==> src/rtl/bp_cce_pkg.sv <==
// Shared types and helpers for the CCE GPR write arbiter.
package bp_cce_pkg;

  typedef enum logic {e_gpr_arb_normal, e_gpr_arb_drain} bp_cce_gpr_arb_state_e;

  // clog2 that never returns 0, so single-element selects still get a 1-bit field
  function automatic int safe_clog2(input int n);
    return (n <= 1) ? 1 : $clog2(n);
  endfunction

endpackage

==> src/rtl/bp_cce_gpr_wr_fifo.sv <==
// Small circular queue of pending directory GPR writes {sel, data}.
// Head is read combinationally; every entry's sel is exported for hazard tracking.
module bp_cce_gpr_wr_fifo
  import bp_cce_pkg::*;
#(
  parameter int els_p        = 2,
  parameter int sel_width_p  = 3,
  parameter int data_width_p = 64,
  localparam int lg_els_lp   = safe_clog2(els_p),
  localparam int cnt_width_lp = safe_clog2(els_p) + 1
) (
  input  logic                                    clk_i,
  input  logic                                    reset_i,
  input  logic                                    enq_i,
  input  logic [sel_width_p-1:0]                  enq_sel_i,
  input  logic [data_width_p-1:0]                 enq_data_i,
  input  logic                                    deq_i,
  output logic [els_p-1:0]                        valid_o,
  output logic [els_p-1:0][sel_width_p-1:0]       sels_o,
  output logic [sel_width_p-1:0]                  head_sel_o,
  output logic [data_width_p-1:0]                 head_data_o,
  output logic [cnt_width_lp-1:0]                 count_o
);

  localparam logic [lg_els_lp-1:0] last_ptr_lp = lg_els_lp'(els_p - 1);

  logic [sel_width_p-1:0]  sel_mem  [els_p];
  logic [data_width_p-1:0] data_mem [els_p];

  logic [lg_els_lp-1:0]    rptr_q, rptr_d, wptr_q, wptr_d;
  logic [cnt_width_lp-1:0] count_q, count_d;
  logic [els_p-1:0]        valid_q, valid_d;

  // Dequeue clears before enqueue sets, so enq+deq on the same slot when full keeps it valid
  always_comb begin
    rptr_d  = rptr_q;
    wptr_d  = wptr_q;
    valid_d = valid_q;
    count_d = count_q + cnt_width_lp'(enq_i) - cnt_width_lp'(deq_i);
    if (deq_i) begin
      valid_d[rptr_q] = 1'b0;
      rptr_d          = (rptr_q == last_ptr_lp) ? '0 : rptr_q + 1'b1;
    end
    if (enq_i) begin
      valid_d[wptr_q] = 1'b1;
      wptr_d          = (wptr_q == last_ptr_lp) ? '0 : wptr_q + 1'b1;
    end
  end

  always_ff @(posedge clk_i or posedge reset_i) begin
    if (reset_i) begin
      rptr_q  <= '0;
      wptr_q  <= '0;
      count_q <= '0;
      valid_q <= '0;
    end else begin
      rptr_q  <= rptr_d;
      wptr_q  <= wptr_d;
      count_q <= count_d;
      valid_q <= valid_d;
    end
  end

  always_ff @(posedge clk_i) begin
    if (enq_i) begin
      sel_mem[wptr_q]  <= enq_sel_i;
      data_mem[wptr_q] <= enq_data_i;
    end
  end

  genvar gi;
  generate
    for (gi = 0; gi < els_p; gi++) begin : g_sel
      assign sels_o[gi] = sel_mem[gi];
    end
  endgenerate

  assign valid_o     = valid_q;
  assign head_sel_o  = sel_mem[rptr_q];
  assign head_data_o = data_mem[rptr_q];
  assign count_o     = count_q;

endmodule

==> src/rtl/bp_cce_gpr_wr_arb.sv <==
// Single GPR write port shared by microcode and queued/bypassed directory writes,
// with a drain FSM that empties the queue once it fills.
module bp_cce_gpr_wr_arb
  import bp_cce_pkg::*;
#(
  parameter int num_gpr_p    = 8,
  parameter int gpr_width_p  = 64,
  parameter int dir_els_p    = 2,
  localparam int lg_num_gpr_lp = safe_clog2(num_gpr_p),
  localparam int cnt_width_lp  = safe_clog2(dir_els_p) + 1
) (
  input  logic                     clk_i,
  input  logic                     reset_i,
  input  logic                     ucode_w_v_i,
  input  logic [num_gpr_p-1:0]     ucode_w_mask_i,
  input  logic [gpr_width_p-1:0]   ucode_w_data_i,
  output logic                     ucode_stall_o,
  input  logic                     dir_v_i,
  input  logic [lg_num_gpr_lp-1:0] dir_gpr_sel_i,
  input  logic [gpr_width_p-1:0]   dir_data_i,
  output logic                     dir_ready_o,
  output logic [num_gpr_p-1:0]     gpr_w_mask_o,
  output logic [gpr_width_p-1:0]   gpr_w_data_o,
  output logic [num_gpr_p-1:0]     pending_o,
  output logic                     drain_o
);

  localparam logic [num_gpr_p-1:0] one_lp = num_gpr_p'(1);

  bp_cce_gpr_arb_state_e state_q, state_d;

  logic [dir_els_p-1:0]                    fifo_valid;
  logic [dir_els_p-1:0][lg_num_gpr_lp-1:0] fifo_sels;
  logic [lg_num_gpr_lp-1:0]                head_sel;
  logic [gpr_width_p-1:0]                  head_data;
  logic [cnt_width_lp-1:0]                 count;
  logic fifo_enq, fifo_deq, bypass, fifo_empty, fifo_full, hazard;

  bp_cce_gpr_wr_fifo #(
    .els_p       (dir_els_p),
    .sel_width_p (lg_num_gpr_lp),
    .data_width_p(gpr_width_p)
  ) fifo (
    .clk_i      (clk_i),
    .reset_i    (reset_i),
    .enq_i      (fifo_enq),
    .enq_sel_i  (dir_gpr_sel_i),
    .enq_data_i (dir_data_i),
    .deq_i      (fifo_deq),
    .valid_o    (fifo_valid),
    .sels_o     (fifo_sels),
    .head_sel_o (head_sel),
    .head_data_o(head_data),
    .count_o    (count)
  );

  assign fifo_empty = (count == '0);
  assign fifo_full  = (count == cnt_width_lp'(dir_els_p));

  logic [num_gpr_p-1:0] entry_mask [dir_els_p];
  genvar gi;
  generate
    for (gi = 0; gi < dir_els_p; gi++) begin : g_pend
      assign entry_mask[gi] = fifo_valid[gi] ? (one_lp << fifo_sels[gi]) : '0;
    end
  endgenerate

  always_comb begin
    pending_o = '0;
    for (int i = 0; i < dir_els_p; i++) pending_o = pending_o | entry_mask[i];
  end

  assign hazard  = ucode_w_v_i & |(ucode_w_mask_i & pending_o);
  assign drain_o = (state_q == e_gpr_arb_drain);

  always_ff @(posedge clk_i or posedge reset_i) begin
    if (reset_i) state_q <= e_gpr_arb_normal;
    else         state_q <= state_d;
  end

  // Drain is entered on the edge that makes the queue full and left on the edge that empties it
  always_comb begin
    state_d = state_q;
    case (state_q)
      e_gpr_arb_normal:
        if (fifo_enq && !fifo_deq && count == cnt_width_lp'(dir_els_p - 1))
          state_d = e_gpr_arb_drain;
      e_gpr_arb_drain:
        if (count == cnt_width_lp'(1)) state_d = e_gpr_arb_normal;
      default: state_d = e_gpr_arb_normal;
    endcase
  end

  always_comb begin
    gpr_w_mask_o  = '0;
    gpr_w_data_o  = '0;
    ucode_stall_o = 1'b0;
    dir_ready_o   = 1'b0;
    fifo_deq      = 1'b0;
    fifo_enq      = 1'b0;
    bypass        = 1'b0;
    case (state_q)
      e_gpr_arb_normal: begin
        dir_ready_o = ~fifo_full;
        if (!fifo_empty && (!ucode_w_v_i || hazard)) begin
          fifo_deq      = 1'b1;
          gpr_w_mask_o  = one_lp << head_sel;
          gpr_w_data_o  = head_data;
          ucode_stall_o = ucode_w_v_i;
        end else if (ucode_w_v_i) begin
          gpr_w_mask_o  = ucode_w_mask_i;
          gpr_w_data_o  = ucode_w_data_i;
        end else if (fifo_empty && dir_v_i) begin
          bypass        = 1'b1;
          gpr_w_mask_o  = one_lp << dir_gpr_sel_i;
          gpr_w_data_o  = dir_data_i;
        end
        fifo_enq = dir_v_i & dir_ready_o & ~bypass;
      end
      e_gpr_arb_drain: begin
        fifo_deq      = 1'b1;
        gpr_w_mask_o  = one_lp << head_sel;
        gpr_w_data_o  = head_data;
        ucode_stall_o = ucode_w_v_i;
      end
      default: ;
    endcase
  end

endmodule

==> config.mk <==
export PLATFORM = sky130hd
export DESIGN_NAME = bp_cce_gpr_wr_arb
export DESIGN_NICKNAME = d
export VERILOG_FILES = /design/src/rtl/bp_cce_pkg.sv /design/src/rtl/bp_cce_gpr_wr_fifo.sv /design/src/rtl/bp_cce_gpr_wr_arb.sv
export SDC_FILE = /design/constraint.sdc
export NUM_CORES = 1
export LEC_CHECK = 0
export CORE_ASPECT_RATIO = 2
export CORE_MARGIN = 3
export CORE_UTILIZATION = 51
export CTS_CLUSTER_DIAMETER = 50
export DETAILED_ROUTE_END_ITERATION = 6
export PLACE_DENSITY = 0.81
export SETUP_SLACK_MARGIN = 0.15
export SLEW_MARGIN = 20
export SYNTH_ARGS = -nofsm -noshare
export SYNTH_HDL_FRONTEND = slang
export SYNTH_HIERARCHICAL = 1
export SYNTH_SLANG_ARGS = --single-unit
==> constraint.sdc <==
create_clock -name clk_i -period 5.5 [get_ports clk_i]
set_input_delay 1.1 -clock clk_i [delete_from_list [all_inputs] [get_ports clk_i]]
set_output_delay 1.1 -clock clk_i [all_outputs]
set_load 0.02 [all_outputs]
Yosys cells after proc, flatten, opt, wreduce, memory -nomap -nowiden
Memory sizes are Yosys's and may differ from the RTL's.
Index checks and enable logic that the tools add are counted.
{"block": "classes", "mux": 33, "n_addsub": 4, "reduce_logical": 12, "n_eq_ne": 2, "n_bitwise": 11, "n_lt_le_gt_ge": 4, "n_shift": 4}
{"operator": "$mux W64", "n": 3}
{"operator": "$pmux W64 S2", "n": 1}
{"operator": "$mux W8", "n": 5}
{"operator": "$shl A1 B3 Y8 const A", "n": 4}
{"operator": "$mux W1", "n": 16}
{"operator": "$pmux W8 S2", "n": 1}
{"operator": "$and A8 B8 Y8", "n": 1}
{"operator": "$or A8 B8 Y8", "n": 1}
{"operator": "$reduce_or A8 Y1", "n": 1}
{"operator": "$logic_and A1 B1 Y1", "n": 6}
{"operator": "$pmux W1 S2", "n": 3}
{"operator": "$lt A1 B2 Y1 const B", "n": 2}
{"operator": "$mux W2", "n": 2}
{"operator": "$and A1 B1 Y1", "n": 3}
{"operator": "$logic_not A1 Y1", "n": 3}
{"operator": "$not A1 Y1", "n": 3}
{"operator": "$add A1 B1 Y1 const B", "n": 2}
{"operator": "$add A2 B1 Y2", "n": 1}
{"operator": "$and A2 B2 Y2", "n": 1}
{"operator": "$demux W1 S1", "n": 2}
{"operator": "$eq A2 B1 Y1 const B", "n": 1}
{"operator": "$eq A2 B2 Y1 const B", "n": 1}
{"operator": "$ge A1 B1 Y1 const B", "n": 2}
{"operator": "$logic_not A2 Y1", "n": 1}
{"operator": "other kinds (4)", "n": 4}
{"block": "totals", "mem_count": 2, "mem_bits_rw": 134, "output_inout_bits": 83, "elab_cells": 77, "reg_bits": 7}
{"memory": "fifo.data_mem", "depth": 2, "word_bits": 64, "rd": 1, "rd_clocked_by_memory_dff": 0, "write_ports": 1, "line": "bp_cce_gpr_wr_fifo.sv:28", "rtl": "logic [data_width_p-1:0] data_mem [els_p];"}
{"memory": "fifo.sel_mem", "depth": 2, "word_bits": 3, "rd": 3, "rd_clocked_by_memory_dff": 0, "write_ports": 1, "line": "bp_cce_gpr_wr_fifo.sv:27", "rtl": "logic [sel_width_p-1:0] sel_mem [els_p];"}

Depth between registers and ports, before layout
Gate-level depths: netlist of the first run.
{"block": "logic_depth", "ltp_word": 17, "depth_mapped": 12, "mapped_depth_nobuf": 10}

By module
The synthesis of the first run kept the hierarchy.
{"module": "bp_cce_gpr_wr_fifo", "cells_each": 230, "seq_area_each_um2": 4174.0, "instances": 1, "area_each_um2": 5378.9}
{"module": "bp_cce_gpr_wr_arb", "cells_each": 749, "seq_area_each_um2": 25.0, "instances": 1, "area_each_um2": 4394.2}

Least setup slack after synthesis of the first run
No wires, ideal clock.
{"block": "synth_path", "path_type": "input to register", "startpoint": "input dir_v_i", "endpoint": "memory fifo.data_mem[0][0] (enable)", "stages": 5, "arrival_time_ns": 4.838, "path_buffers": 2, "path_slack_ns": 0.160, "path_cell_list": "nor4b_1 -> clkbuf_1 -> buf_2 -> nor2_1 -> nor2b_1"}
{"block": "synth_between", "elab_chain_len": 10, "word_cells_on_any_way": 11, "classes_between": "mux: 7; bitwise: 3; reduce/logical: 1"}
{"item": "from (decl)", "line": "bp_cce_gpr_wr_arb.sv:18", "rtl": "input logic dir_v_i,"}
{"item": "$logic_and A1 B1 Y1", "line": "bp_cce_gpr_wr_arb.sv:113", "rtl": "end else if (fifo_empty && dir_v_i) begin"}
{"item": "$mux W1", "line": "bp_cce_gpr_wr_arb.sv:113"}
{"item": "$mux W1", "line": "bp_cce_gpr_wr_arb.sv:110", "rtl": "end else if (ucode_w_v_i) begin"}
{"item": "$mux W1", "line": "bp_cce_gpr_wr_arb.sv:105", "rtl": "if (!fifo_empty && (!ucode_w_v_i || hazard)) begin"}
{"item": "$mux W1", "line": "bp_cce_gpr_wr_arb.sv:102", "rtl": "case (state_q)"}
{"item": "$not A1 Y1", "line": "bp_cce_gpr_wr_arb.sv:118", "rtl": "fifo_enq = dir_v_i & dir_ready_o & ~bypass;"}
{"item": "$and A1 B1 Y1 *", "line": "bp_cce_gpr_wr_arb.sv:118"}
{"item": "$mux W1 *", "line": "bp_cce_gpr_wr_arb.sv:102"}
{"item": "net fifo_enq", "line": "bp_cce_gpr_wr_arb.sv:37", "rtl": "logic fifo_enq, fifo_deq, bypass, fifo_empty, fifo_full, hazard;"}
{"item": "$mux W1 *", "line": "bp_cce_gpr_wr_fifo.sv:65", "rtl": "if (enq_i) begin"}
{"item": "$mux W1 (not written as such) *", "line": "bp_cce_gpr_wr_fifo.sv:67", "rtl": "data_mem[wptr_q] <= enq_data_i;"}
{"item": "to (decl)", "line": "bp_cce_gpr_wr_fifo.sv:28"}
The timed path passes the listed nets; every way through them passes the cells marked *. The select of a mux whose other input is x is not followed.

Worst setup path after layout of the first run
{"block": "layout_path", "startpoint": "input ucode_w_mask_i[2]", "endpoint": "output gpr_w_data_o[49]"}
{"block": "layout_between", "elab_chain_len": 7}
{"item": "from (decl)", "line": "bp_cce_gpr_wr_arb.sv:15", "rtl": "input logic [num_gpr_p-1:0] ucode_w_mask_i,"}
{"item": "$and A8 B8 Y8", "line": "bp_cce_gpr_wr_arb.sv:73", "rtl": "assign hazard = ucode_w_v_i & |(ucode_w_mask_i & pending_o);"}
{"item": "$reduce_or A8 Y1", "line": "bp_cce_gpr_wr_arb.sv:73"}
{"item": "$and A1 B1 Y1", "line": "bp_cce_gpr_wr_arb.sv:73"}
{"item": "$logic_or A1 B1 Y1", "line": "bp_cce_gpr_wr_arb.sv:105"}
{"item": "$logic_and A1 B1 Y1", "line": "bp_cce_gpr_wr_arb.sv:105"}
{"item": "$mux W64", "line": "bp_cce_gpr_wr_arb.sv:105"}
{"item": "$pmux W64 S2", "line": "bp_cce_gpr_wr_arb.sv:102"}
{"item": "to (decl)", "line": "bp_cce_gpr_wr_arb.sv:23", "rtl": "output logic [gpr_width_p-1:0] gpr_w_data_o,"}
Every way passes these cells.

==> results of run 1 <==
==> registers in the layout, summed over array words and instances (netlist names) <==
name,cells
drain_o,1
fifo/count_o,2
fifo/wptr_q,1
fifo/data_mem,128
fifo/sel_mem,6
fifo/rptr_q,1
fifo/valid_o,2
==> how the worst max path moves through the flow <==
stage,startpoint,end,slack (ns),cells after the start
final,ucode_w_mask_i[2],gpr_w_data_o[49],0.34,7
after global routing,ucode_w_mask_i[2],gpr_w_data_o[49],0.25,7
after global placement,ucode_w_mask_i[2],gpr_w_data_o[49],0.54,7
after detailed placement,ucode_w_mask_i[6],gpr_w_data_o[19],0.56,7
after floorplan,dir_v_i,fifo/data_mem[0][0],0.16,5
after CTS,ucode_w_mask_i[6],gpr_w_data_o[3],0.54,7
==> power by group through the flow <==
stage | sequential (mW) | clock [mW] | combinational, mW
after floorplan | 1.63 | 0 | 3.15
after global placement | 1.72 | 0 | 4.74
after detailed placement | 1.74 | 0 | 4.80
after CTS | 1.72 | 1.15 | 4.84
after global routing | 1.74 | 1.19 | 5.21
final | 1.72 | 1.14 | 4.91
==> cells in the mapped netlist, types with 12 or more instances <==
library cell                 n
sky130_fd_sc_hd__buf_2      28
sky130_fd_sc_hd__nand2_1    78
sky130_fd_sc_hd__or3_1      64
sky130_fd_sc_hd__nor4_1     64
sky130_fd_sc_hd__a22o_1     64
sky130_fd_sc_hd__clkbuf_1   66
sky130_fd_sc_hd__nor2b_1    13
sky130_fd_sc_hd__o21ai_0   128
sky130_fd_sc_hd__a21oi_1    68
sky130_fd_sc_hd__a22oi_1    64
sky130_fd_sc_hd__nor2_1     12
sky130_fd_sc_hd__nand4_1    13
sky130_fd_sc_hd__mux2_4     67
sky130_fd_sc_hd__edfxtp_1  134
==> worst register-to-register path, cell delays in order (launching register included) <==
cell and delay [ns]:
sky130_fd_sc_hd__dfrtp_2 0.65, sky130_fd_sc_hd__buf_4 0.55, sky130_fd_sc_hd__inv_1 0.12, sky130_fd_sc_hd__a21oi_1 0.21, sky130_fd_sc_hd__nand2_1 0.08, sky130_fd_sc_hd__nor2_1 0.27
sky130_fd_sc_hd__nor2b_4 0.79, sky130_fd_sc_hd__buf_4 0.49
==> area by class of cell <==
| class | count | area (µm²) |
|---|---|---|
| well taps | 255 | 319 |
| multi-input cells | 718 | 5020 |
| flip-flops and latches | 141 | 4210 |
| clock buffers | 19 | 453 |
| repair buffers | 251 | 2520 |
| diodes | 1 | 2.50 |
| inverters | 7 | 26.3 |
| clock inverters | 13 | 139 |
| fillers | 1501 | 6140 |
==> per-layer routing <==
layer | part of all wire (%) | vias up | global-route usage (%)
met2 | 52 | 687 | 54.2
met5 | 0 | - | 0
met4 | 6.9 | 0 | 20.4
met1 | 32 | 4571 | 32.9
met3 | 8.9 | 152 | 6.17
li1 | - | 4182 | -
==> per-stage QoR <==
step	utilization (%)	hold slack (ns)	instance area [µm²]	worst slack, ns
after CTS	67.4	0.551	12700	0.538
after global placement	64.2	0.528	12100	0.539
final	67.4	0.549	12700	0.335
after detailed placement	64.2	0.538	12100	0.556
after global routing	67.4	0.571	12700	0.250
after floorplan	-	0.455	9770	0.160
==> logic make-up after synthesis <==
logic type,count (synthesis)
DFF,141
muxes,67
AOI/OAI and AO/OA,363
and+or+nand+nor,282
xor gates and xnor gates,4
adders and majority gates,2
buffers and inverters,120
==> placed cells by master, fill, tap and decap left out, types with 8 or more instances in the layout <==
cell / Yosys / final
sky130_fd_sc_hd__a21oi_1: 68 / 68
sky130_fd_sc_hd__a22o_1: 64 / 64
sky130_fd_sc_hd__a22oi_1: 64 / 64
sky130_fd_sc_hd__buf_4: 8 / 20
sky130_fd_sc_hd__clkbuf_16: 0 / 17
sky130_fd_sc_hd__clkdlybuf4s50_1: 0 / 224
sky130_fd_sc_hd__edfxtp_1: 134 / 134
sky130_fd_sc_hd__mux2_4: 67 / 67
sky130_fd_sc_hd__nand2_1: 78 / 77
sky130_fd_sc_hd__nand3_1: 8 / 8
sky130_fd_sc_hd__nand4_1: 13 / 13
sky130_fd_sc_hd__nor2_1: 12 / 12
sky130_fd_sc_hd__nor2b_1: 13 / 12
sky130_fd_sc_hd__nor4_1: 64 / 64
sky130_fd_sc_hd__o21ai_0: 128 / 128
sky130_fd_sc_hd__o21ai_1: 10 / 10
sky130_fd_sc_hd__or3_1: 64 / 64
==> qor.tcl, run 1 <==
set qor(die_boundary_width_um) 104
set qor(start_util_pct) 51.9
set qor(synthToLayoutAreaGrowth_pct) 29.8
set qor(synth_largest_area_cell) {sky130_fd_sc_hd__edfxtp_1}
set qor(p_per_area_nw_per_um2) 613
set qor(ctsRootBufferMaster) {sky130_fd_sc_hd__clkbuf_16}
set qor(timing.critical_path.mode_cell) {sky130_fd_sc_hd__clkdlybuf4s50_1}
set qor(cap_violations) 0
set qor(htreeDepth) 4
set qor(yosys.area_share.adder_pct) 0.256
set qor(critPathLaunchType) {input pin}
set qor(buffer_ports.inserted) 225
set qor(timing.clock.skew_ns) 0.00788
set qor(hpwlAfterDp_um) 20800
set qor(drc) 0
set qor(setup_viol) 0
set qor(hold_crit_path_type) {flop to flop}
set qor(timing.critical_path.slowest_cell_delay_ns) 0.54
set qor(die_height_um) 202
set qor(cts_tree) {done}
set qor(dominantRegCellSynth) {sky130_fd_sc_hd__edfxtp_1}
set qor(placed_cells_incl_taps) 1372
set qor(synth_mux_area_share_pct) 10.3
set qor(grtUsageTotal_pct) 30.7
set qor(final_cells) 1405
set qor(synthXorXnorAreaFrac_pct) 0.358
set qor(gp_congestion) 0.923
set qor(finalNetCount) 1281
set qor(global_route.overflow_total) 0
set qor(combinationalPowerShare_pct) 63.2
set qor(tightestPinTransition_ns) 1.03
set qor(viasPerCell) 6.83
set qor(netlist_instances) 979
set qor(clock.fmax_ghz) 0.194
set qor(cts_hold_buffers) 0
set qor(cp_max_delay_cell) {sky130_fd_sc_hd__buf_4}
set qor(critical_path_buf_inv_count) 3
set qor(finalCriticalPeriod_ns) 5.16
set qor(finalSetupTns_ns) 0
set qor(finalPower_mw) 7.77
set qor(first_iter_violations) 955
set qor(antenna_found_initial) 1
set qor(crit-reg2reg-launch) {fifo/count_o[0]}
set qor(yosys_warnings) 6
set qor(netSwitchingFraction_pct) 44.7
set qor(rrSetupSlack_ns) 2.00
set qor(worstSkewPairLatency_ns) 0.43
set qor(rsz_0062_raised_after_global_routing) {no}
set qor(cts_repair_resize_count) 0
set qor(crit-reg2reg-capture) {fifo/data_mem[0][12]}
set qor(synth-compound-area-share_pct) 24.1
set qor(routed-via-count) 9592
set qor(synth_top_cell_area_share_pct) 41.2
set qor(r2r.worst_path.cells) 7
set qor(min_delay_worst_endpoint) {fifo/wptr_q}
set qor(endpoint_kind) {output pin}
set qor(synth_edf_count) 134
set qor(hold_path_startpoint) {fifo/wptr_q}
set qor(antenna_left) 0
set qor(cts_made_buffers) 17
set qor(max_fo_critical_path) 53
set qor(coreArea_um2) 18800
set qor(drtPass1Iterations) 5
set qor(num_rows) 71
set qor(ir_drop_uv) 345
set qor(criticalPathCategory) {input pin to output pin}
set qor(cts.path.max_buffers) 2
set qor(postCtsSetupRepairBufs) 0
set qor(numClockSinks) 141
set qor(seq_power_share_pct) 22.1
set qor(holdPathStages) 1
set qor(synth_top_family_by_area) {compound AO/OA/AOI/OAI gates}
set qor(timing.slew.headroom_pct) 31.4
set qor(boundaryPins) 226
set qor(fin_crit_sh_pct) 93.9
set qor(layout-drive-gt1-share_pct) 12.6
set qor(number_of_global_route_vias_before_repair) 9612
set qor(cp_data_required_time_ns) 4.40
set qor(power.share.clock_pct) 14.7
set qor(static-leakage-power_nw) 4.58
set qor(worst-endpoint-arrival_ns) 4.06
set qor(run_status) {finished clean}
set qor(critical_path.cell_chain) {clkdlybuf4s50_1 > o21a_1 > a2111oi_4 > buf_4 > o21ai_0 > or3_1 > clkdlybuf4s50_1}
set qor(grt_pass1_wl_um) 51000
set qor(post_synth_and_or_nand_nor_area_fraction_pct) 16.0
set qor(synth.avg_cell_area_um2) 9.98
set qor(dieArea_um2) 21000
set qor(total_switching_power_mw) 3.47
set qor(routed_wl_um) 33200
set qor(timing_hold_violations_final) 0
set qor(ys_async_sr_fraction_pct) 4.96
set qor(grt_start_max_net_pins) 87
set qor(synth.ff_latch_count) 141
set qor(cp_top_family) {buffers and inverters}
set qor(power.internal_mw) 4.30
set qor(synth_nets) 1124
set qor(syn-cell-area_um2) 9770
set qor(clkTransAtPathRegs_ns) 0.06
set qor(routed_wire_length_per_instance_um) 23.6
set qor(synth.lib_cells_used.distinct) 48
set qor(seq_area_frac_synth_pct) 43.0
set qor(final_max_slew_viol_count) 0
set qor(ys_top_cells_by_area) {sky130_fd_sc_hd__edfxtp_1 (41%), sky130_fd_sc_hd__mux2_4 (10%), sky130_fd_sc_hd__o21ai_0 (6.6%), sky130_fd_sc_hd__a22o_1 (5.7%), sky130_fd_sc_hd__a22oi_1 (4.9%)}
(Power assumes the default switching activity.)
==> inputs of run 2 (changes only) <==
CAP_MARGIN = 20   (was unset)
GPL_TIMING_DRIVEN = 0   (was unset)
==> qor.tcl, run 2 (synthesis results as in run 1) <==
set qor(run_status) {finished with violations}
set qor(violations) {design-rule violations}
set qor(grtUsageTotal_pct) 31.4 ;# +0.70 points
set qor(mostFrequentLayoutCells) {sky130_fd_sc_hd__clkdlybuf4s50_1 (225), sky130_fd_sc_hd__edfxtp_1 (134), sky130_fd_sc_hd__o21ai_0 (128), sky130_fd_sc_hd__nand2_1 (78), sky130_fd_sc_hd__a21oi_1 (68)}
set qor(buffer_ports.inserted) 225 ;# unchanged
set qor(max_fo_critical_path) 10 ;# -81%
set qor(timing_hold_violations_final) 0 ;# unchanged
set qor(timing.critical_path.slowest_cell_delay_ns) 0.63 ;# +0.09 ns
set qor(critical_path_buf_inv_count) 4 ;# +1
set qor(netSwitchingFraction_pct) 44.5 ;# -0.16 points
set qor(final_max_slew_viol_count) 0 ;# unchanged
set qor(layout_top_registers) {fifo/data_mem (128), fifo/sel_mem (6)}
set qor(gp_congestion) 0.935 ;# +1.3%
set qor(cap_violations) 0 ;# unchanged
set qor(cts_made_buffers) 17 ;# unchanged
set qor(worst-endpoint-arrival_ns) 3.91 ;# -0.15 ns
set qor(timing.clock.skew_ns) 0.00762 ;# -0.000253 ns
set qor(combinationalPowerShare_pct) 65.4 ;# +2.2 points
set qor(seq_power_share_pct) 20.2 ;# -1.9 points
set qor(largest_register_ffs) 128 ;# unchanged
set qor(routed-via-count) 9806 ;# +2.2%
set qor(timing.critical_path.mode_cell) {sky130_fd_sc_hd__clkdlybuf4s50_1}
set qor(criticalPathCategory) {input pin to output pin}
set qor(drtPass1Iterations) 7 ;# +2
set qor(power.internal_mw) 4.46 ;# +3.6%
set qor(die_boundary_width_um) 104 ;# unchanged
set qor(drc) 1 ;# +1
set qor(holdPathStages) 1 ;# unchanged
set qor(r2r.worst_path.cells) 9 ;# +2
set qor(cp_data_required_time_ns) 4.40 ;# about the same
set qor(layout-drive-gt1-share_pct) 12.6 ;# -0.029 points
set qor(tightestPinTransition_ns) 0.776 ;# -0.252 ns
set qor(dieArea_um2) 21000 ;# unchanged
set qor(crit-reg2reg-capture) {fifo/data_mem[0][37]}
set qor(hold_path_startpoint) {fifo/wptr_q}
set qor(critical_path.cell_chain) {clkdlybuf4s50_1 > nor4b_1 > clkbuf_2 > buf_2 > a22o_1 > nand2_1 > nor4_1 > or3_1 > clkdlybuf4s50_1}
set qor(worst-path-stages) 9 ;# +2
set qor(crit-reg2reg-launch) {drain_o}
set qor(placed_cell_area_um2) 12500 ;# +3.0%
set qor(placed_cells_incl_taps) 1463 ;# +6.6%
set qor(routed_wl_um) 33800 ;# +2.0%
set qor(start_util_pct) 51.9 ;# unchanged
set qor(critPathLaunchType) {input pin}
set qor(cp_max_delay_cell) {sky130_fd_sc_hd__clkdlybuf4s50_1}
set qor(postLayoutCellArea_um2) 13000 ;# +2.8%
set qor(finalPower_mw) 8.03 ;# +3.3%
set qor(min_delay_worst_endpoint) {fifo/wptr_q}
set qor(synthToLayoutAreaGrowth_pct) 33.5
set qor(cts_tree) {done}
set qor(cts.path.max_buffers) 2 ;# unchanged
set qor(htreeDepth) 4 ;# unchanged
set qor(ctsRootBufferMaster) {sky130_fd_sc_hd__clkbuf_16}
set qor(viasPerCell) 6.56 ;# -3.9%
set qor(timing.slew.headroom_pct) 48.0 ;# +17 points
set qor(setup_viol) 0 ;# unchanged
set qor(rrSetupSlack_ns) 2.22 ;# +0.22 ns
set qor(finalNetCount) 1372 ;# +7.1%
set qor(hold_crit_path_type) {flop to flop}
set qor(timing.hold.ws_ns) 0.583 ;# +0.0345 ns
set qor(ir_drop_uv) 334 ;# -3.3%
set qor(finalCriticalPeriod_ns) 5.01 ;# -0.151 ns
set qor(power.share.clock_pct) 14.4 ;# -0.3 points
set qor(grt_start_max_net_pins) 40 ;# -54%
set qor(fin_crit_sh_pct) 91.2 ;# -2.7 points
set qor(worstSkewPairLatency_ns) 0.42 ;# about the same
set qor(total_switching_power_mw) 3.57 ;# +2.9%
set qor(global_route.overflow_total) 0 ;# unchanged
set qor(antenna_left) 0 ;# unchanged
set qor(most_common_cell_after_layout_fill_and_taps_aside) {sky130_fd_sc_hd__clkdlybuf4s50_1}
set qor(num_rows) 71 ;# unchanged
set qor(first_iter_violations) 921 ;# -3.6%
set qor(routed_wire_length_per_instance_um) 22.6 ;# -4.1%
set qor(final_cells) 1494 ;# +6.3%
set qor(p_per_area_nw_per_um2) 615 ;# +0.47%
set qor(clock.fmax_ghz) 0.199 ;# +3.0%
set qor(rsz_0062_raised_after_global_routing) {no}
set qor(coreArea_um2) 18800 ;# unchanged
set qor(static-leakage-power_nw) 4.77 ;# +4.2%
set qor(grt_pass1_wl_um) 52400 ;# +2.8%
set qor(max_flop_register) {fifo/data_mem}
set qor(die_height_um) 202 ;# unchanged
set qor(endpoint_kind) {output pin}
set qor(numClockSinks) 141 ;# unchanged
set qor(number_of_global_route_vias_before_repair) 9834 ;# +2.3%
set qor(antenna-diode-count) 0 ;# -1
set qor(antenna_found_initial) 0 ;# -1
set qor(hpwlAfterDp_um) 24100 ;# +16%
set qor(boundaryPins) 226 ;# unchanged
set qor(cp_top_family) {buffers and inverters}
set qor(clkTransAtPathRegs_ns) 0.06 ;# about the same
run 2: changes by cell type in the layout (fill, tap and decap cells not counted), sizes merged:
cell           change
buf               +24
bufinv             +1
clkbuf            +67
clkdlybuf4s50      +1
clkinv             +2
clkinvlp           -2
diode              -1
inv                -3
run 2: what timing repair did:
item,CTS,global route
gates resized for setup,0,4
endpoints found under the setup margin,0,2
setup buffers,0,0
hold buffers,0,0
run 2: worst max-delay path by stage:
| stage | slack [ns] | endpoint | startpoint |
|---|---|---|---|
| final | 0.49 | gpr_w_data_o[6] | dir_v_i |
| after global routing | 0.38 | gpr_w_data_o[3] | dir_v_i |
| after CTS | 0.28 | gpr_w_data_o[51] | dir_v_i |
| after detailed placement | 0.30 | gpr_w_data_o[51] | dir_v_i |
| after global placement | -2.64 | fifo/data_mem[0][16] | dir_v_i |
| after floorplan | 0.16 | fifo/data_mem[0][0] | dir_v_i |
run 2: metrics by stage:
stage               TNS (ns)  utilization [%]  worst slack, ns
floorplan                  0                -            0.160
global placement     -193.80             65.5            -2.64
detailed placement         0             66.2            0.300
CTS                        0             69.3            0.284
global route               0             69.3            0.379
finish                     0             69.3            0.486
run 2: final cells by class:
class                      instances  area [µm²]
sequential                       141        4200
timing repair buffer             229        2350
clock inverter                    11         145
buffer                           113         567
clock buffer                      20         437
multi-input combinational        718        5000
tap                              255         319
inverter                           7        26.3
fill                            1505        5790
run 2: layer usage:
| metal | global-route usage, % | share of wire (%) |
|---|---|---|
| met1 | 34.2 | 34 |
| met2 | 56.1 | 52 |
| met3 | 4.86 | 7.3 |
| met4 | 20.4 | 7.2 |
| met5 | 0 | 0 |
run 2: worst register-to-register path, stage by stage (launching register included):
cell and delay, ns:
sky130_fd_sc_hd__dfrtp_1 0.38, sky130_fd_sc_hd__clkbuf_1 0.19, sky130_fd_sc_hd__clkbuf_1 0.34, sky130_fd_sc_hd__buf_1 0.33, sky130_fd_sc_hd__a21oi_1 0.27, sky130_fd_sc_hd__nand2_1 0.08
sky130_fd_sc_hd__nor2_1 0.26, sky130_fd_sc_hd__nor2b_4 0.67, sky130_fd_sc_hd__buf_16 0.25, sky130_fd_sc_hd__buf_16 0.20
run 2: power by group through the flow:
stage	sequential [mW]	clock, mW	combinational (mW)
floorplan	1.63	0	3.15
global placement	1.67	0	5.02
detailed placement	1.64	0	5.15
CTS	1.62	1.16	5.19
global route	1.65	1.20	5.56
finish	1.62	1.16	5.25
==> inputs of run 3 (changes only) <==
CORE_UTILIZATION = 60   (was 51)
DONT_BUFFER_PORTS = 1   (was unset)
PLACE_DENSITY = 0.76   (was 0.81)
==> qor.tcl, run 3 (synthesis results as in run 1) <==
set qor(cts_made_buffers) 17 ;# unchanged
set qor(drc) 0 ;# -1
set qor(max_fo_critical_path) 10 ;# unchanged
set qor(grtUsageTotal_pct) 33.4 ;# +2.0 points
set qor(run_status) {finished clean}
set qor(timing_hold_violations_final) 0 ;# unchanged
set qor(fin_crit_sh_pct) 80.2 ;# -11 points
set qor(routed_wire_length_per_instance_um) 25.1 ;# +11%
set qor(htreeDepth) 4 ;# unchanged
set qor(numClockSinks) 141 ;# unchanged
set qor(clkTransAtPathRegs_ns) 0.06 ;# about the same
set qor(setup_ws_ns) 1.09 ;# +0.605 ns
set qor(die_height_um) 186 ;# -7.6%
set qor(fillCellCount) 1329 ;# -12%
set qor(critical_path.cell_chain) {nand2b_1 > o22ai_1 > a221o_1 > buf_2 > buf_2 > nor4_1 > or3_1}
set qor(global_route.overflow_total) 0 ;# unchanged
set qor(gp_congestion) 0.920 ;# -1.5%
set qor(worst-endpoint-arrival_ns) 3.31 ;# -0.60 ns
set qor(layout-drive-gt1-share_pct) 15.0 ;# +2.4 points
set qor(worstSkewPairLatency_ns) 0.43 ;# about the same
set qor(static-leakage-power_nw) 3.89 ;# -18%
set qor(setup_viol) 0 ;# unchanged
set qor(setup_slack_at_placement_ns) 1.41 ;# +1.11 ns
set qor(timing.critical_path.mode_cell) {sky130_fd_sc_hd__buf_2}
set qor(most_common_cell_after_layout_fill_and_taps_aside) {sky130_fd_sc_hd__edfxtp_1}
set qor(timing.slew.headroom_pct) 46.3 ;# -1.7 points
set qor(cts_hold_buffers) 0 ;# unchanged
set qor(max_flop_register) {fifo/data_mem}
set qor(cts_repair_resize_count) 0 ;# unchanged
set qor(drtPass1Iterations) 6 ;# -1
set qor(rsz_0062_raised_after_global_routing) {no}
set qor(buffer_ports.inserted) 0 ;# -100%
set qor(dieArea_um2) 17900 ;# -14%
set qor(p_per_area_nw_per_um2) 642 ;# +4.3%
set qor(cp_data_required_time_ns) 4.40 ;# about the same
set qor(tightestPinTransition_ns) 0.806 ;# +0.0299 ns
set qor(number_of_global_route_vias_before_repair) 8554 ;# -13%
set qor(hpwlAfterDp_um) 21600 ;# -10%
set qor(cp_top_family) {compound AO/OA/AOI/OAI gates}
set qor(num_rows) 65 ;# -8.5%
set qor(antenna_found_initial) 0 ;# unchanged
set qor(layout_top_registers) {fifo/data_mem (128), fifo/sel_mem (6)}
set qor(antenna-diode-count) 0 ;# unchanged
set qor(criticalPathCategory) {flop to output pin}
set qor(boundaryPins) 226 ;# unchanged
set qor(coreArea_um2) 15900 ;# -16%
set qor(ir_drop_uv) 402 ;# +20%
set qor(synthToLayoutAreaGrowth_pct) 9.22
set qor(routed-via-count) 8823 ;# -10%
set qor(hold_crit_path_type) {input pin to async pin}
set qor(mostFrequentLayoutCells) {sky130_fd_sc_hd__edfxtp_1 (134), sky130_fd_sc_hd__o21ai_0 (128), sky130_fd_sc_hd__nand2_1 (78), sky130_fd_sc_hd__clkbuf_1 (70), sky130_fd_sc_hd__a21oi_1 (68)}
set qor(critPathLaunchType) {flop}
set qor(ctsRootBufferMaster) {sky130_fd_sc_hd__clkbuf_16}
set qor(timing.clock.skew_ns) 0.00695 ;# -0.000677 ns
set qor(viasPerCell) 7.26 ;# +11%
set qor(antenna_left) 0 ;# unchanged
set qor(cap_violations) 0 ;# unchanged
set qor(finalCriticalPeriod_ns) 4.41 ;# -0.605 ns
set qor(clock.fmax_ghz) 0.227 ;# +14%
set qor(die_boundary_width_um) 96.2 ;# -7.4%
set qor(cp_max_delay_cell) {sky130_fd_sc_hd__o22ai_1}
set qor(grt_pass1_wl_um) 45700 ;# -13%
set qor(timing.critical_path.slowest_cell_delay_ns) 0.65 ;# +0.02 ns
set qor(cts.path.max_buffers) 2 ;# unchanged
set qor(largest_register_ffs) 128 ;# unchanged
set qor(critical_path_buf_inv_count) 2 ;# -2
set qor(timing.hold.ws_ns) 0.395 ;# -0.189 ns
set qor(grt_start_max_net_pins) 38 ;# -5.0%
set qor(final_max_slew_viol_count) 0 ;# unchanged
set qor(first_iter_violations) 841 ;# -8.7%
set qor(cts_tree) {done}
set qor(finalNetCount) 1147 ;# -16%
set qor(start_util_pct) 61.6 ;# +9.7 points
set qor(endpoint_kind) {output pin}
set qor(rrSetupSlack_ns) 1.91 ;# -0.31 ns
set qor(routed_wl_um) 30500 ;# -9.9%
set qor(postCtsSetupRepairBufs) 0 ;# unchanged
run 3: cell types whose count changed in the layout (fill, tap and decap cells not counted), moves of 2 or more:
cell                              change
sky130_fd_sc_hd__clkbuf_1             +3
sky130_fd_sc_hd__clkbuf_2             -2
sky130_fd_sc_hd__clkdlybuf4s50_1    -225
sky130_fd_sc_hd__clkinv_2             +4
sky130_fd_sc_hd__clkinv_4             -2
sky130_fd_sc_hd__clkinvlp_4           -3
run 3: final timing paths:
check | from | end | cells past startpoint
max reg2reg | drain_o | fifo/data_mem[0][33] | 9
max | fifo/sel_mem[1][1] | gpr_w_data_o[1] | 7
min in group clk_i | fifo/wptr_q | fifo/wptr_q | 1
min reg2reg | fifo/wptr_q | fifo/wptr_q | 1
min | reset_i | drain_o | 1
max in group asynchronous | reset_i | fifo/valid_o[0] | 1
run 3: cell type report:
class,count,area (µm²),area share [%]
Sequential cell,141,4200,39.3
Clock inverter,10,98.8,0.926
Clock buffer,21,440,4.13
Buffer,113,564,5.29
Timing Repair Buffer,4,95.1,0.891
Multi-Input combinational cell,718,5000,46.8
Inverter,7,26.3,0.246
Tap cell,201,251,2.36
run 3: per-layer routing:
| metal | vias to the layer above | wire length [µm] | GRT usage, % |
|---|---|---|---|
| met1 | 4206 | 10100 | 35.7 |
| li1 | 3902 | - | - |
| met4 | 0 | 1980 | 22.3 |
| met3 | 136 | 2950 | 8.83 |
| met5 | - | 0 | 0 |
| met2 | 579 | 15500 | 55.7 |
run 3: worst register-to-register path: stages (launching register included):
cell and delay (ns):
sky130_fd_sc_hd__dfrtp_1 0.45, sky130_fd_sc_hd__clkbuf_1 0.23, sky130_fd_sc_hd__clkbuf_1 0.34, sky130_fd_sc_hd__buf_1 0.32, sky130_fd_sc_hd__a21oi_1 0.51, sky130_fd_sc_hd__nand2_1 0.11, sky130_fd_sc_hd__nor2_1 0.27, sky130_fd_sc_hd__nor2b_4 0.59
sky130_fd_sc_hd__buf_16 0.24, sky130_fd_sc_hd__buf_12 0.21
run 3: power breakdown:
group	internal [mW]	switching [mW]
clock network	0.656	0.420
logic	1.37	2.78
registers	1.50	0.120
run 3: metrics by stage:
stage | util (%) | setup TNS (ns) | std cells | instance area [µm²] | power (mW)
finish | 67.3 | 0 | 1215 | 10700 | 6.85
global route | 67.3 | 0 | 1215 | 10700 | 7.20
CTS | 67.3 | 0 | 1215 | 10700 | 6.78
detailed placement | 63.9 | 0 | 1184 | 10100 | 5.71
global placement | 63.2 | -155.54 | 1180 | 10000 | 5.63
floorplan | - | 0 | 979 | 9770 | 4.77
